`src/rtl/cube_vertex_rotator.sv`:
```
// Rotates the eight vertices of an axis-aligned cube about Y using one latched
// sin/cos pair, applies an oblique projection and streams screen-space vertices.
`timescale 1ns/1ps
module cube_vertex_rotator #(
  parameter int TRIG_W    = 16,
  parameter int FRAC_BITS = 14,
  parameter int SIZE_W    = 8,
  parameter int CTR_W     = 10,
  parameter int SCR_W     = 12
) (
  input  logic                     clk,
  input  logic                     rst,
  input  logic                     start,
  input  logic signed [TRIG_W-1:0] sin_in,
  input  logic signed [TRIG_W-1:0] cos_in,
  input  logic [SIZE_W-1:0]        half_size,
  input  logic [CTR_W-1:0]         center_x,
  input  logic [CTR_W-1:0]         center_y,
  output logic                     vtx_valid,
  input  logic                     vtx_ready,
  output logic [2:0]               vtx_idx,
  output logic signed [SCR_W-1:0]  vtx_x,
  output logic signed [SCR_W-1:0]  vtx_y,
  output logic                     busy,
  output logic                     done
);

  localparam int CRD_W  = SIZE_W + 1;
  localparam int PROD_W = CRD_W + TRIG_W;
  localparam int SUM_W  = PROD_W + 1;

  typedef enum logic [2:0] {
    S_IDLE,
    S_MUL,
    S_ADD,
    S_OUT,
    S_DONE
  } state_t;

  state_t                    state_reg;
  logic signed [TRIG_W-1:0]  sin_reg;
  logic signed [TRIG_W-1:0]  cos_reg;
  logic [SIZE_W-1:0]         half_reg;
  logic [CTR_W-1:0]          cx_reg;
  logic [CTR_W-1:0]          cy_reg;
  logic [2:0]                idx_reg;
  logic signed [PROD_W-1:0]  xc_reg;
  logic signed [PROD_W-1:0]  zs_reg;
  logic signed [PROD_W-1:0]  xs_reg;
  logic signed [PROD_W-1:0]  zc_reg;

  // coord[0..2] = x, y, z of the current vertex; bit gi of idx picks +h or -h
  logic signed [CRD_W-1:0]   coord [3];
  genvar gi;
  generate
    for (gi = 0; gi < 3; gi++) begin : g_axis
      assign coord[gi] = idx_reg[gi] ? $signed({1'b0, half_reg})
                                     : -$signed({1'b0, half_reg});
    end
  endgenerate

  logic signed [SUM_W-1:0]   xsum_next;
  logic signed [SUM_W-1:0]   zsum_next;
  logic signed [SCR_W-1:0]   y_crd_next;
  logic [SCR_W-1:0]          x_next;
  logic [SCR_W-1:0]          y_next;

  assign xsum_next  = SUM_W'(xc_reg) + SUM_W'(zs_reg);
  assign zsum_next  = SUM_W'(zc_reg) - SUM_W'(xs_reg);
  assign y_crd_next = SCR_W'(coord[1]);
  // Sums wrap in SCR_W bits; clipping is the line drawer's job.
  assign x_next = SCR_W'(cx_reg) + SCR_W'(xsum_next >>> FRAC_BITS);
  assign y_next = SCR_W'(cy_reg) + y_crd_next
                + SCR_W'((zsum_next >>> FRAC_BITS) >>> 1);

  always_ff @(posedge clk) begin
    if (rst) begin
      state_reg <= S_IDLE;
      sin_reg   <= '0;
      cos_reg   <= '0;
      half_reg  <= '0;
      cx_reg    <= '0;
      cy_reg    <= '0;
      idx_reg   <= '0;
      xc_reg    <= '0;
      zs_reg    <= '0;
      xs_reg    <= '0;
      zc_reg    <= '0;
      vtx_valid <= 1'b0;
      vtx_idx   <= '0;
      vtx_x     <= '0;
      vtx_y     <= '0;
      busy      <= 1'b0;
      done      <= 1'b0;
    end else begin
      done <= 1'b0;
      case (state_reg)
        S_IDLE: begin
          if (start) begin
            sin_reg   <= sin_in;
            cos_reg   <= cos_in;
            half_reg  <= half_size;
            cx_reg    <= center_x;
            cy_reg    <= center_y;
            idx_reg   <= '0;
            busy      <= 1'b1;
            state_reg <= S_MUL;
          end
        end
        S_MUL: begin
          xc_reg    <= PROD_W'(coord[0]) * PROD_W'(cos_reg);
          zs_reg    <= PROD_W'(coord[2]) * PROD_W'(sin_reg);
          xs_reg    <= PROD_W'(coord[0]) * PROD_W'(sin_reg);
          zc_reg    <= PROD_W'(coord[2]) * PROD_W'(cos_reg);
          state_reg <= S_ADD;
        end
        S_ADD: begin
          vtx_x     <= x_next;
          vtx_y     <= y_next;
          vtx_idx   <= idx_reg;
          vtx_valid <= 1'b1;
          state_reg <= S_OUT;
        end
        S_OUT: begin
          if (vtx_ready) begin
            vtx_valid <= 1'b0;
            if (idx_reg == 3'd7) begin
              done      <= 1'b1;
              state_reg <= S_DONE;
            end else begin
              idx_reg   <= idx_reg + 3'd1;
              state_reg <= S_MUL;
            end
          end
        end
        S_DONE: begin
          busy      <= 1'b0;
          state_reg <= S_IDLE;
        end
        default: state_reg <= S_IDLE;
      endcase
    end
  end

endmodule

```
`config.mk`:
```
export PLATFORM = sky130hd
export DESIGN_NAME = cube_vertex_rotator
export DESIGN_NICKNAME = d
export VERILOG_FILES = /design/src/rtl/cube_vertex_rotator.sv
export SDC_FILE = /design/constraint.sdc
export NUM_CORES = 2
export LEC_CHECK = 0
export BUFFER_PORTS_ARGS = -buffer_cell sky130_fd_sc_hd__buf_2
export CAP_MARGIN = 20
export CORE_MARGIN = 5
export CORE_UTILIZATION = 50
export CTS_CLUSTER_SIZE = 24
export DETAILED_ROUTE_END_ITERATION = 7
export PLACE_DENSITY_LB_ADDON = 0.05
export SYNTH_ARGS = -nofsm -noshare
export SYNTH_HDL_FRONTEND = slang
export SYNTH_SLANG_ARGS = --single-unit
```
`constraint.sdc`:
```
create_clock -name clk -period 9.8 [get_ports clk]
set_clock_uncertainty 0.15 [all_clocks]
set_input_delay 1.47 -clock clk [delete_from_list [all_inputs] [get_ports clk]]
set_output_delay 1.47 -clock clk [all_outputs]
set_load 0.005 [all_outputs]
```
=== Word level (Yosys, flattened, before mapping) ===
Index checks and enable logic that the tools add are counted.

* Bits in registers: 196
* Word-level logic and storage cells: 64

* $add $sub $neg: 7
* Multipliers: 4
* Equal/unequal tests: 8
* Multiplexer cells: 16
* Bitwise logic cells: 2
* Reductions and logical operators: 10

{| class="wikitable"
|+ Operator list
! kind !! count
|-
| 9-bit by 16-bit multiplier with 25-bit output || 4
|-
| 9-bit two-way mux || 3
|-
| 25-bit by 25-bit adder with 26-bit output || 1
|-
| 25-bit by 25-bit subtractor with 26-bit output || 1
|-
| 3-bit two-way mux || 6
|-
| 10-bit by 12-bit adder with 12-bit output || 1
|-
| 11-bit by 9-bit adder with 12-bit output || 1
|-
| 12-bit adder || 1
|-
| 3-bit one-hot mux with 4 select lines || 1
|-
| 8-bit negator with 9-bit output || 1
|-
| 2-bit AND reduction || 4
|-
| 3-bit by 2-bit equality test with 1-bit output, second input constant || 2
|-
| 3-bit equality test, second input constant || 2
|-
| 2-bit != test, second input constant || 3
|-
| 3-bit one-hot mux with 2 select lines || 1
|-
| 2-bit nonzero test || 3
|-
| 1-bit one-hot mux with 2 select lines || 2
|-
| 4-bit AND reduction || 1
|-
| 3-bit by 1-bit adder with 3-bit output, second input constant || 1
|-
| 3-bit by 1-bit equality test with 1-bit output, second input constant || 1
|-
| 3-bit logical NOT || 1
|-
| 1-bit two-way mux || 3
|-
| 3-bit OR reduction || 1
|-
| 1-bit NOT || 2
|}

=== Depth between registers and ports, before layout ===
* Word-level depth: 4
* Gate-level depth with buffers: 30
* Depth with buffers taken out: 27

=== Worst setup path before layout ===
OpenSTA, ideal clock, no wires.

* Path type: register to register
* From: register half_reg[0]
* To: register zs_reg[17]
* Setup time: 0.120 ns
* Arrival: 6.964 ns
* Required time: 9.530 ns
* Setup slack: 2.566 ns
* Cell stages (with the launch flop): 29
* Clock period less this slack: 7.234 ns
* Path through: dfxtp_1 -> clkbuf_1 -> clkbuf_1 -> inv_1 -> ha_1 -> nor3b_1 -> nor3b_1 -> nor2_1 -> xor2_1 -> clkbuf_1 -> nand2_1 -> fa_1 -> fa_1 -> inv_1 -> fa_1 -> fa_1 -> inv_1 -> fa_1 -> inv_1 -> ha_1 -> o21a_1 -> a21boi_4 -> o31a_1 -> or2_1 -> a31o_1 -> a21o_1 -> a21o_1 -> a21o_1 -> a211o_1

* Word-level cells in the longest chain between the ends: 3

{| class="wikitable"
|+ Ends and longest elaborated chain
! what !! line !! RTL
|-
| start, declared || 43 || <nowiki>logic [SIZE_W-1:0] half_reg;</nowiki>
|-
| start signal, assigned || 102 || <nowiki>half_reg <= half_size;</nowiki>
|-
| 8-bit negator with 9-bit output || 58 || <nowiki>: -$signed({1'b0, half_reg});</nowiki>
|-
| 9-bit two-way mux (*) || 57 || <nowiki>assign coord[gi] = idx_reg[gi] ? $signed({1'b0, half_reg})</nowiki>
|-
| 9-bit by 16-bit multiplier with 25-bit output (*) || 112 || <nowiki>zs_reg <= PROD_W'(coord[2]) * PROD_W'(sin_reg);</nowiki>
|-
| end signal, assigned || 112 ||
|-
| end, declared || 48 || <nowiki>logic signed [PROD_W-1:0] zs_reg;</nowiki>
|}

Mark *: on every way between the ends. The rest lies on a longest branch, timed or not.
A chain may end at the register's enable or synchronous reset.

=== Worst setup path after layout ===
* From: register half_reg[0]
* To: register zs_reg[22]

Same word-level chain as after synthesis.

==> results.md <==
- Status: completed
- Dpl hpwl: 61000 um
- DRT Wirelength: 79300 um
- # diodes: 0
- CP Launch Type: flip-flop
- Largest family of logic cells by synthesized area: adder cells
- Die area: 62800 um^2
- CP max-delay cell: xor2_2
- Most frequent cells after synthesis: 540 x nand2_1, 488 x fa_1, 459 x inv_1
- Synth Area in Compound Gates: 9.50%
- Share of cells above drive strength 1: between 6 and 7%
- CTS tree: built
- Asr flop ratio synth: 0%
- Post-Syn Instances: around 3300
- Site Rows: 88
- Postcts setup bufs: 0
- Global-route wire length before repair: roughly 130000 um
- Starting Density: roughly half
- Min Tclk post-route: 8.42 ns
- Gr usage total: 25.8%
- Number of synthesized register bits: 194
- Final period util: a little under nine tenths
- Leading area contributor after synthesis: fa_1
- Avg Inst Size Synth: 8.69 um^2
- Largest net degree at the start of global routing: 77
- Initial DRC Count: 1263
- Placed inst area: 30200 um^2
- Synth Net Count: 4163
- Vias in the first global route: 23600
- Synth area leaders: fa_1 34%, dfxtp_1 13%, ha_1 12%
- Warnings, synthesis: 0
- Register area: 3880 um^2
- H-tree depth: 4
- Clock Tree Root: clkbuf_16
- Peak VDD IR: 252 uV
- Max-cap violations: 0
- Setup WS post-layout: 1.38 ns
- Most common cell in the netlist: nand2_1
- Multiplexer area fraction after synthesis: less than 1%
- Max stage delay on crit path: 0.87 ns
- CTS Buf Count: 17
- Critical path class: reg -> reg
- Area grow syn2layout: 6.55%
- Synth Area in Adders: 45.8%
- Initial antenna violation count: 1
- Synth top area share: between 30 and 40%
- Hold Crit Class: reg -> reg
- Relative slew slack: about a quarter
- Cts hold-fix bufs: 0
- Setup violators final: 0
- XOR/XNOR share of the synthesized area: under 10%
- CP max FO: 33
- I/O pin cnt: 94
- Die W: 251 um
- Max Slew Vio Count: 0
- Design area: about 31000 um^2
- Fill cells: between 5000 and 6000
- Core Region: about 57000 um^2
- Register area share after synthesis: 13.4%
- Crit path top cell by count: fa_1
- Mapped cell area: 29000 um^2
- Final setup TNS: 0 ns
- RSZ-0062 raised after global routing: false
- DR vias/cell: about 5.4
- Number of nets in the layout: 4158
- DRC violations left: 0
- CTS resizes: 0
- WP data arrival: 8.63 ns
- Post-DRT Antenna Nets: 0
- Leak: 15.3 nW
- DRT Pass-1 Iters: 7
- Via count: between 20000 and 25000
- GPL Wtd Cong: 0.885
- Achievable frequency: 119 MHz
- Synth cell types: 75
- Multi-input logic area: 22800 um^2
- Simple-gate share of the synthesized area: 19.1%
- Pwr/cell area: ~240 nW/um^2
- Worst-margin pin slew: between 1 and 1.5 ns
- CTS clk-pin slew, worst paths: around 0.08 ns
- CTS Sinks: 194
- Post-synth EDFFs: 0
- Worst slack, placed: 1.48 ns
- DIE HEIGHT: 251 um
- Setup crit end kind: flip-flop
- Setup slack, reg-to-reg: about 1.4 ns
- PortBufs: 93
- Top_reg_cell synth: dfxtp_1
- Skew-Pair Late Insertion Delay: between 0.5 and 0.6 ns
- Worst-case clock buffer depth: 2
- Grt ovf: 0
- WP data required: 10.01 ns
- Per-cell routed wire length: 19.3 um
- Hold Vio Cnt, Final: 0
==> metal layers <==
| metal | wire [um] | track usage (%) | share of wire, % |
|---|---|---|---|
| met3 | 3810 | 3.90 | 4.8 |
| met1 | 34200 | 34.6 | 43 |
| met2 | 37700 | 42.2 | 48 |
| met4 | 3590 | 10.7 | 4.5 |
| met5 | 0 | 0 | 0 |
==> final timing paths <==
check	to	from	cells after the start
setup reg to reg	zs_reg[22]	half_reg[0]	25
setup / recovery	zs_reg[22]	half_reg[0]	25
hold reg to reg	xs_reg[17]	xs_reg[17]	2
hold / removal	xs_reg[17]	xs_reg[17]	2
==> kinds of logic after synthesis <==
| kind of cell | Yosys count |
|---|---|
| AND/OR/NAND/NOR | 1167 |
| adder cells (fa/ha/maj) | 768 |
| buffers and inverters | 621 |
| AO/OA/AOI/OAI | 447 |
| flip-flops | 194 |
| multiplexers | 6 |
| XOR/XNOR | 128 |
==> worst max-delay path: cells and delay by family (launching register included) <==
kind / cells / cell delay [ns]
and+or+nand+nor: 8 / 2.11
adders and majority gates: 6 / 2.66
AOI/OAI and AO/OA: 5 / 1.52
DFF: 1 / 0.35
buffers and inverters: 4 / 0.43
xor gates and xnor gates: 2 / 1.03
==> metrics by stage <==
stage               hold slack (ns)  power (W)  cells  utilization (%)
CTS                           0.309    0.00760   4104             53.7
global route                  0.328    0.00835   4104             53.7
floorplan                     0.279    0.00526   3331                -
detailed placement            0.296    0.00675   4072             52.6
finish                        0.306    0.00753   4104             53.7
global placement              0.290    0.00663   4072             52.6
==> area by class of cell <==
| cell class | count | area share (%) |
|---|---|---|
| inverter | 460 | 5.60 |
| clock buffer | 17 | 1.38 |
| clock inverter | 15 | 0.694 |
| sequential | 194 | 12.6 |
| timing repair buffer | 137 | 2.60 |
| multi-input combinational | 2516 | 74.0 |
| tap | 765 | 3.10 |
==> report_power, final <==
part           switching [W]  internal, W  total, W  leakage [nW]
logic                0.00329      0.00238   0.00567          13.5
registers           0.000146     0.000932   0.00108          1.58
clock network       0.000427     0.000357  0.000785         0.304
==> layout by cell type (no fill, tap or decap), types with 6 or more instances in the layout <==
cell type,n
dfxtp_1,194
or2_2,17
and2_1,296
xnor2_1,82
nand3b_1,7
o211ai_1,7
nand2b_1,16
inv_1,459
nand4_1,8
o21ai_0,60
or3_1,13
clkbuf_16,17
a211oi_1,20
buf_2,92
a21oi_1,229
nor2_1,154
nand3_1,26
buf_4,44
nor2b_1,10
ha_1,280
a21o_1,30
fa_1,488
xor2_1,34
o21a_1,16
o21bai_1,10
nor3_1,46
and3_1,11
a31oi_1,12
xor2_2,12
nand2_1,540
nor3b_1,6
Note: power is estimated with default switching activity, not from simulation.
